## config.mk

```make
export PLATFORM = sky130hd
export DESIGN_NAME = ct_f_spsram_param
export DESIGN_NICKNAME = d
export VERILOG_FILES = /design/src/rtl/ct_f_spsram_pkg.sv /design/src/rtl/ct_f_spsram_param_ram.sv /design/src/rtl/ct_f_spsram_param.sv
export SDC_FILE = /design/constraint.sdc
export NUM_CORES = 2
export LEC_CHECK = 0
export ABC_AREA = 1
export CORE_MARGIN = 5
export CORE_UTILIZATION = 53
export CTS_CLUSTER_DIAMETER = 80
export DETAILED_ROUTE_END_ITERATION = 7
export PLACE_DENSITY = 0.75
export REMOVE_ABC_BUFFERS = 1
export SLEW_MARGIN = 40
export SYNTH_ARGS = -nofsm -noshare
export SYNTH_HDL_FRONTEND = slang
export SYNTH_HIERARCHICAL = 1
export SYNTH_SLANG_ARGS = --single-unit
```

## constraint.sdc

```tcl
create_clock -name CLK -period 8 [get_ports CLK]
set_input_delay 1.6 -clock CLK [delete_from_list [all_inputs] [get_ports CLK]]
set_output_delay 1.6 -clock CLK [all_outputs]
set_load 0.03 [all_outputs]
```

## src/rtl/ct_f_spsram_pkg.sv

```systemverilog
// Shared types and helpers for the parameterised single-port SRAM.
package ct_f_spsram_pkg;

  typedef enum logic {
    CLEAR = 1'b0,
    READY = 1'b1
  } init_state_e;

  // Ceiling log2, at least 1 so it is usable as a vector width.
  function automatic int unsigned clog2(input int unsigned v);
    int unsigned r;
    r = 1;
    for (int unsigned i = 1; i < 32; i++) begin
      if ((64'd1 << i) < 64'(v)) r = i + 1;
    end
    return r;
  endfunction

endpackage

```

## src/rtl/ct_f_spsram_param_ram.sv

```systemverilog
// One bit-column storage array: synchronous write, asynchronous read.
module fpga_ram #(
  parameter int unsigned DATA_WIDTH = 1,
  parameter int unsigned ADDR_WIDTH = 7
) (
  input  logic                  clk_i,
  input  logic                  we_i,
  input  logic [ADDR_WIDTH-1:0] waddr_i,
  input  logic [ADDR_WIDTH-1:0] raddr_i,
  input  logic [DATA_WIDTH-1:0] din_i,
  output logic [DATA_WIDTH-1:0] dout_o
);

  localparam int unsigned WORDS = 32'd1 << ADDR_WIDTH;

  // Contents are intentionally not reset.
  logic [DATA_WIDTH-1:0] mem_q [WORDS];

  always_ff @(posedge clk_i) begin
    if (we_i) mem_q[waddr_i] <= din_i;
  end

  assign dout_o = mem_q[raddr_i];

endmodule

```

## src/rtl/ct_f_spsram_param.sv

```systemverilog
// Parameterised single-port SRAM with per-bit write mask and optional output stage.
// Define CT_F_SPSRAM_INIT_EN to add a post-reset clear sequencer.
module ct_f_spsram_param
  import ct_f_spsram_pkg::*;
#(
  parameter int unsigned WIDTH      = 16,
  parameter int unsigned DEPTH      = 128,
  parameter int unsigned ADDR_WIDTH = 7,
  parameter int unsigned OUT_REG    = 0
) (
  input  logic                  CLK,
  input  logic                  RST_B,
  input  logic                  CEN,
  input  logic                  GWEN,
  input  logic [WIDTH-1:0]      WEN,
  input  logic [ADDR_WIDTH-1:0] A,
  input  logic [WIDTH-1:0]      D,
  output logic [WIDTH-1:0]      Q,
  output logic                  INIT_BUSY
);

  localparam int unsigned AW1 = ADDR_WIDTH + 1;

  logic                  a_in_range_c;
  logic                  user_acc_c;
  logic                  user_wr_c;
  logic                  bus_we;
  logic [ADDR_WIDTH-1:0] bus_addr;
  logic [WIDTH-1:0]      bus_din;
  logic [WIDTH-1:0]      bus_bwe;
  logic [ADDR_WIDTH-1:0] addr_q;
  logic                  rd_en_q;
  logic [WIDTH-1:0]      ram_dout;
  logic [WIDTH-1:0]      q_raw_c;

  assign a_in_range_c = ({1'b0, A} < AW1'(DEPTH));
  assign user_acc_c   = ~CEN & ~INIT_BUSY;
  assign user_wr_c    = user_acc_c & ~GWEN & a_in_range_c;

`ifdef CT_F_SPSRAM_INIT_EN
  localparam int unsigned CNT_W = clog2(DEPTH);

  init_state_e      state_q;
  logic [CNT_W-1:0] cnt_q;

  // Clear sweep: one zero write per cycle from address 0 up to DEPTH-1.
  always_ff @(posedge CLK or negedge RST_B) begin
    if (!RST_B) begin
      state_q <= CLEAR;
      cnt_q   <= '0;
    end else if (state_q == CLEAR) begin
      cnt_q <= CNT_W'(cnt_q + 1'b1);
      if (cnt_q == CNT_W'(DEPTH - 1)) state_q <= READY;
    end
  end

  assign INIT_BUSY = (state_q == CLEAR);
`else
  assign INIT_BUSY = 1'b0;
`endif

  // Shared write bus: the sequencer owns it while busy, the user port otherwise.
  always_comb begin
    bus_we   = user_wr_c;
    bus_addr = A;
    bus_din  = D;
    bus_bwe  = ~WEN;
`ifdef CT_F_SPSRAM_INIT_EN
    if (INIT_BUSY) begin
      bus_we   = 1'b1;
      bus_addr = ADDR_WIDTH'(cnt_q);
      bus_din  = '0;
      bus_bwe  = '1;
    end
`endif
  end

  // Held read address; rd_en_q masks out-of-range and never-accessed reads to zero.
  always_ff @(posedge CLK or negedge RST_B) begin
    if (!RST_B) begin
      addr_q  <= '0;
      rd_en_q <= 1'b0;
    end else if (user_acc_c) begin
      addr_q  <= A;
      rd_en_q <= a_in_range_c;
    end
  end

  for (genvar i = 0; i < int'(WIDTH); i++) begin : g_col
    fpga_ram #(
      .DATA_WIDTH(1),
      .ADDR_WIDTH(ADDR_WIDTH)
    ) u_col (
      .clk_i  (CLK),
      .we_i   (bus_we & bus_bwe[i]),
      .waddr_i(bus_addr),
      .raddr_i(addr_q),
      .din_i  (bus_din[i]),
      .dout_o (ram_dout[i])
    );
  end

  assign q_raw_c = rd_en_q ? ram_dout : '0;

  if (OUT_REG != 0) begin : g_oreg
    logic             acc_q;
    logic [WIDTH-1:0] q_out_q;

    // Output stage only loads after a cycle that actually accessed the array.
    always_ff @(posedge CLK or negedge RST_B) begin
      if (!RST_B) begin
        acc_q   <= 1'b0;
        q_out_q <= '0;
      end else begin
        acc_q <= user_acc_c;
        if (acc_q) q_out_q <= q_raw_c;
      end
    end

    assign Q = q_out_q;
  end else begin : g_noreg
    assign Q = q_raw_c;
  end

endmodule

```

Yosys cells after proc, flatten, opt, wreduce, memory -nomap -nowiden
Memory sizes are Yosys's and may differ from the RTL's.
Cells that the tools add are included.
Widths: inputs -> output; s select.
{"block": "op_classes", "n_lt_le_gt_ge": 0, "div": 0, "shifts": 0, "n_mux": 33, "bitwise_logic": 20, "n_eq_ne": 0, "mul": 0, "reduce_logical": 0, "n_addsub": 0}
{"operator": "$mux 1", "n": 32}
{"operator": "$and 1x1->1", "n": 17}
{"operator": "$mux 16", "n": 1}
{"operator": "$not 16->16", "n": 1}
{"operator": "$not 1->1", "n": 2}
{"block": "word_totals", "ramBits": 2048, "rom_bits": 0, "register_bits": 8, "latch_bits": 0, "wordCells": 71, "memories": 16, "out_inout_bits": 17, "inputBits": 43}
{"name": "g_col[0].u_col.mem_q", "words": 128, "word_bits": 1, "rd": 1, "rd_ports_with_merged_regs": 0, "write_ports": 1, "line_no": "ct_f_spsram_param_ram.sv:17", "source": "logic [DATA_WIDTH-1:0] mem_q [WORDS];"}
{"name": "g_col[10].u_col.mem_q", "words": 128, "word_bits": 1, "rd": 1, "rd_ports_with_merged_regs": 0, "write_ports": 1, "line_no": "ct_f_spsram_param_ram.sv:17"}
{"name": "g_col[11].u_col.mem_q", "words": 128, "word_bits": 1, "rd": 1, "rd_ports_with_merged_regs": 0, "write_ports": 1, "line_no": "ct_f_spsram_param_ram.sv:17"}
{"name": "g_col[12].u_col.mem_q", "words": 128, "word_bits": 1, "rd": 1, "rd_ports_with_merged_regs": 0, "write_ports": 1, "line_no": "ct_f_spsram_param_ram.sv:17"}
{"name": "g_col[13].u_col.mem_q", "words": 128, "word_bits": 1, "rd": 1, "rd_ports_with_merged_regs": 0, "write_ports": 1, "line_no": "ct_f_spsram_param_ram.sv:17"}
{"name": "g_col[14].u_col.mem_q", "words": 128, "word_bits": 1, "rd": 1, "rd_ports_with_merged_regs": 0, "write_ports": 1, "line_no": "ct_f_spsram_param_ram.sv:17"}
{"name": "10 more memories"}

Longest topological paths before layout
{"block": "logic_depth", "depth_word": 5, "mapped_depth": 14, "depth_no_buf": 13}

Modules after synthesis
The synthesis kept the hierarchy.
{"module": "fpga_ram", "cells_each": 619, "n_inst": 16, "seq_area_each_um2": 3843.7, "area_per_inst_um2": 5906.9}
{"module": "ct_f_spsram_param", "cells_each": 87, "n_inst": 1, "seq_area_each_um2": 200.2, "area_per_inst_um2": 633.1}

Least setup slack after synthesis
No wires, ideal clock.
{"block": "synth_timing", "path_kind": "flip-flop to output port", "start": "reg addr_q[4]", "end": "out Q[10]", "slack_ns": 4.051, "arrival_ns": 2.349, "path_buffers": 0, "t_required_ns": 6.400, "stages_incl_launch_ff": 9, "path_cell_list": "dfrtp_1 inv_1 nand2_1 nand3_1 nand2_1 nand2_1 nand2_1 nand2_1 inv_1"}
{"block": "synth_between", "elab_chain_cells": 2}
{"item": "from (decl)", "line_no": "ct_f_spsram_param.sv:31", "source": "logic [ADDR_WIDTH-1:0] addr_q;"}
{"item": "from (signal assigned)", "line_no": "ct_f_spsram_param.sv:81", "source": "addr_q <= '0;"}
{"item": "from (signal assigned)", "line_no": "ct_f_spsram_param.sv:84", "source": "addr_q <= A;"}
{"item": "$mem_v2 128x1"}
{"item": "named net ram_dout[10]", "line_no": "ct_f_spsram_param.sv:33", "source": "logic [WIDTH-1:0] ram_dout;"}
{"item": "$mux 16", "line_no": "ct_f_spsram_param.sv:103", "source": "assign q_raw_c = rd_en_q ? ram_dout : '0;"}
{"item": "to (decl)", "line_no": "ct_f_spsram_param.sv:18", "source": "output logic [WIDTH-1:0] Q,"}
The timed path passes the listed nets, and every way through them passes these cells.

Final worst setup path
{"block": "layout_timing", "start": "reg addr_q[1]", "end": "out Q[13]"}
Same word-level chain as after synthesis.

==> summary.md <==
| Metric | Value |
|---|---|
| First-pass GRT wire length | 375 mm |
| Clock buffer depth | 3 |
| Final hold vios | 0 |
| Fmax | 155 MHz |
| Clock Latency Late Sink | 0.84 ns |
| Worst path buffer plus inverter count | 5 |
| Layout area overhead | 8.20% |
| Hold Crit Endpoint | rd_en_q |
| Unrepaired setup endpoints after global routing | false |
| Main synth FF type | edfxtp_1 |
| WHS Path Cells | 1 |
| Crit-path cells | buf_4, inv_1, buf_4, nand3_1, nand3_1, nand3_1, nand2_1, nand2_1, nand3_1, nand2_1, nand2_1, nand2_1, nand2_1, inv_1, clkdlybuf4s50_1 |
| Slew @ Worst Pin | 0.909 ns |
| Post-synth EDFFs | 2048 |
| Reg2reg start | addr_q[1] |
| Die height | 434 µm |
| Outcome | complete, no violations |
| Core box area | between 0.15 and 0.2 mm² |
| Maximum VDD drop | 223 µV |
| Crit path max-delay family | buffers and inverters |
| Finished Cell Area | 0.103 mm² |
| # Max-Cap Violations | 0 |
| Share of flip-flops with an asynchronous set or reset | 0.00389 |
| Initial antenna violation count | 6 |
| Area contributors post-synth | edfxtp_1, nand2_1, nand3_1 |
| CTS sink count | 2056 |
| Max Slew Vio Count | 0 |
| Count leader, synth | nand2_1 |
| Post-Synthesis Cells | 9991 |
| Top cell type's share of synthesized area | 0.646 |
| # IOs | 60 |
| Slowest-stage cell, CP | dfrtp_4 |
| Setup Fix Bufs, Post-CTS | 0 |
| HPWL after DPL | 130 mm |
| Vias in the first global route | approximately 70000 |
| Share of layout cells above drive strength 1 | 0.0426 |
| Yosys reg bits | 2056 |
| Required @ worst endpoint | 6.40 ns |
| WL/cell | 19.7 µm |
| Placer Congestion | 0.833 |
| Most frequent CP cell | nand2_1 |
| IO buf count | 58 |
| Grt ovf | 0 |
| Row Count | approximately 160 |
| Pwr dens | between 200 and 250 mW/mm² |
| Crit path kind | reg2out |
| Drt via density | slightly below 6 |
| Starting density of the core | 0.533 |
| Final net count | 9842 |
| Synth area leader | edfxtp_1 |
| Pre-Repair DR Iteration Count | 6 |
| Largest stage delay on the critical path | 0.95 ns |
| Residual DRC | 0 |
| Crit end category | output port |
| Total number of vias | 71800 |
| Detail Route Antenna Nets | 0 |
| Area of the mapped netlist | 0.0951 mm² |
| Worst EP arrival | between 4 and 5 ns |
| Startpoint types | flip-flop |
| R2R depth | 3 |
| Hold Path Origin | rd_en_q |
| Clk_skew | 0 ns |
| CTS H-tree depth | 4 |
| CP Max Fanout | 32 |
| CTS tree | done |
| Fin Setup TNS | 0 ns |
| Root buf cell | clkbuf_16 |
| Relative slew slack | 0.392 |
| Synth warnings | 6 |
| DP Area | 0.0964 mm² |
| Min-Delay Path Class | reg2reg |
| Leak | 35.2 nW |
| Setup violations, final | 0 |
| Mean Syn Cell Area | 9.52 µm² |
| 1st-iter DRT viols | approximately 9000 |
| Die X | between 400 and 500 µm |
| Hold Buf Count CTS | 0 |
| Post-synth top cells | nand2_1, nor2_1, edfxtp_1 |
| TritonCTS buffer count | 205 |
| # resized after CTS | 0 |
| Post-synthesis sequential area ratio | 0.648 |
| Largest net degree at the start of global routing | 165 |
| Detailed Route WL | 242 mm |
| Clock transition at path regs | roughly 0.06 ns |
| Fin crit period | 6.44 ns |
| Post-synthesis cell type count | 20 |
| Die area | 0.188 mm² |
| FF-to-FF setup slack | 6.39 ns |
| Total GRT Usage | 0.252 |
| Final period utilization | 0.805 |
| R2r endpoint | addr_q[1] |
-- metrics by stage --
step                      power, mW  utilization  cells  hold slack (ns)  setup slack, ns
after floorplan                14.0            -   9458            0.714           -16.28
after global placement         14.3        0.539  11900            0.795             2.34
after detailed placement       14.4        0.540  11900            0.768             2.49
after CTS                      23.6        0.577  12300            0.782             1.54
after global routing           24.4        0.577  12300            0.783             1.47
final                          23.6        0.577  12300            0.778             1.56
-- final cells by class --
cell class	count	area, µm²
clock buffer	252	5330
clock inverter	117	1170
sequential	2056	61700
tap	2355	2950
timing repair buffer	134	1270
multi-input combinational	6984	28900
antenna	6	15.0
inverter	418	1620
fill	14800	75500
-- power breakdown --
group          internal (mW)  total [mW]  switching, mW
Combinational          0.576        2.29           1.72
Sequential              11.9        11.9         0.0521
Clock                   5.28        9.35           4.07
Total                   17.7        23.6           5.84
-- worst max-delay path by stage --
| stage | depth (start not counted) | slack [ns] | start | to |
|---|---|---|---|---|
| finish | 15 | 1.56 | addr_q[1] | Q[13] |
| global route | 15 | 1.47 | addr_q[1] | Q[13] |
| CTS | 15 | 1.54 | addr_q[1] | Q[13] |
| detailed placement | 15 | 2.49 | addr_q[1] | Q[13] |
| global placement | 15 | 2.34 | addr_q[0] | Q[14] |
| floorplan | 13 | -16.28 | addr_q[0] | Q[0] |
-- worst reg2reg max path, stage by stage (launching register included) --
cell and delay (ns):
dfrtp_4 0.95, buf_4 0.42, nand2_1 0.09, nand2_1 0.09
-- per-layer routing --
layer  vias to the layer above  track usage  wire length (µm)
li1                      33100            -                 -
met1                     34400        0.329             91100
met3                       587       0.0402             23800
met2                      3703        0.425            119000
met4                         2        0.102              8770
met5                         -            0                13
-- cells in the final DEF, fill, tap and decap left out, types with 2 or more instances in the layout --
cell	instances
clkinv_8	4
clkbuf_1	46
nand2_1	2804
clkdlybuf4s50_1	35
nor2_1	2117
edfxtp_1	2048
clkinv_2	35
buf_12	9
inv_2	9
buf_6	18
inv_16	3
diode_2	6
inv_8	2
inv_1	391
nor2_4	10
nand3_1	1888
buf_4	60
buf_2	11
clkinvlp_4	3
dfrtp_4	6
nor3_1	160
clkbuf_16	206
clkinv_16	4
clkinv_1	46
bufinv_16	17
inv_6	4
dfrtp_2	2
inv_4	16
-- kinds of logic after synthesis --
group / share of synthesized area
DFF: 0.648
other: 0.0000394
and+or+nand+nor: 0.303
buffers and inverters: 0.0481
-- flip-flops by register name, summed over array words and instances (netlist names) --
register and flops:
rd_en_q 1, g_col.u_col/mem_q 2048, addr_q 7
(Power assumes the default switching activity.)
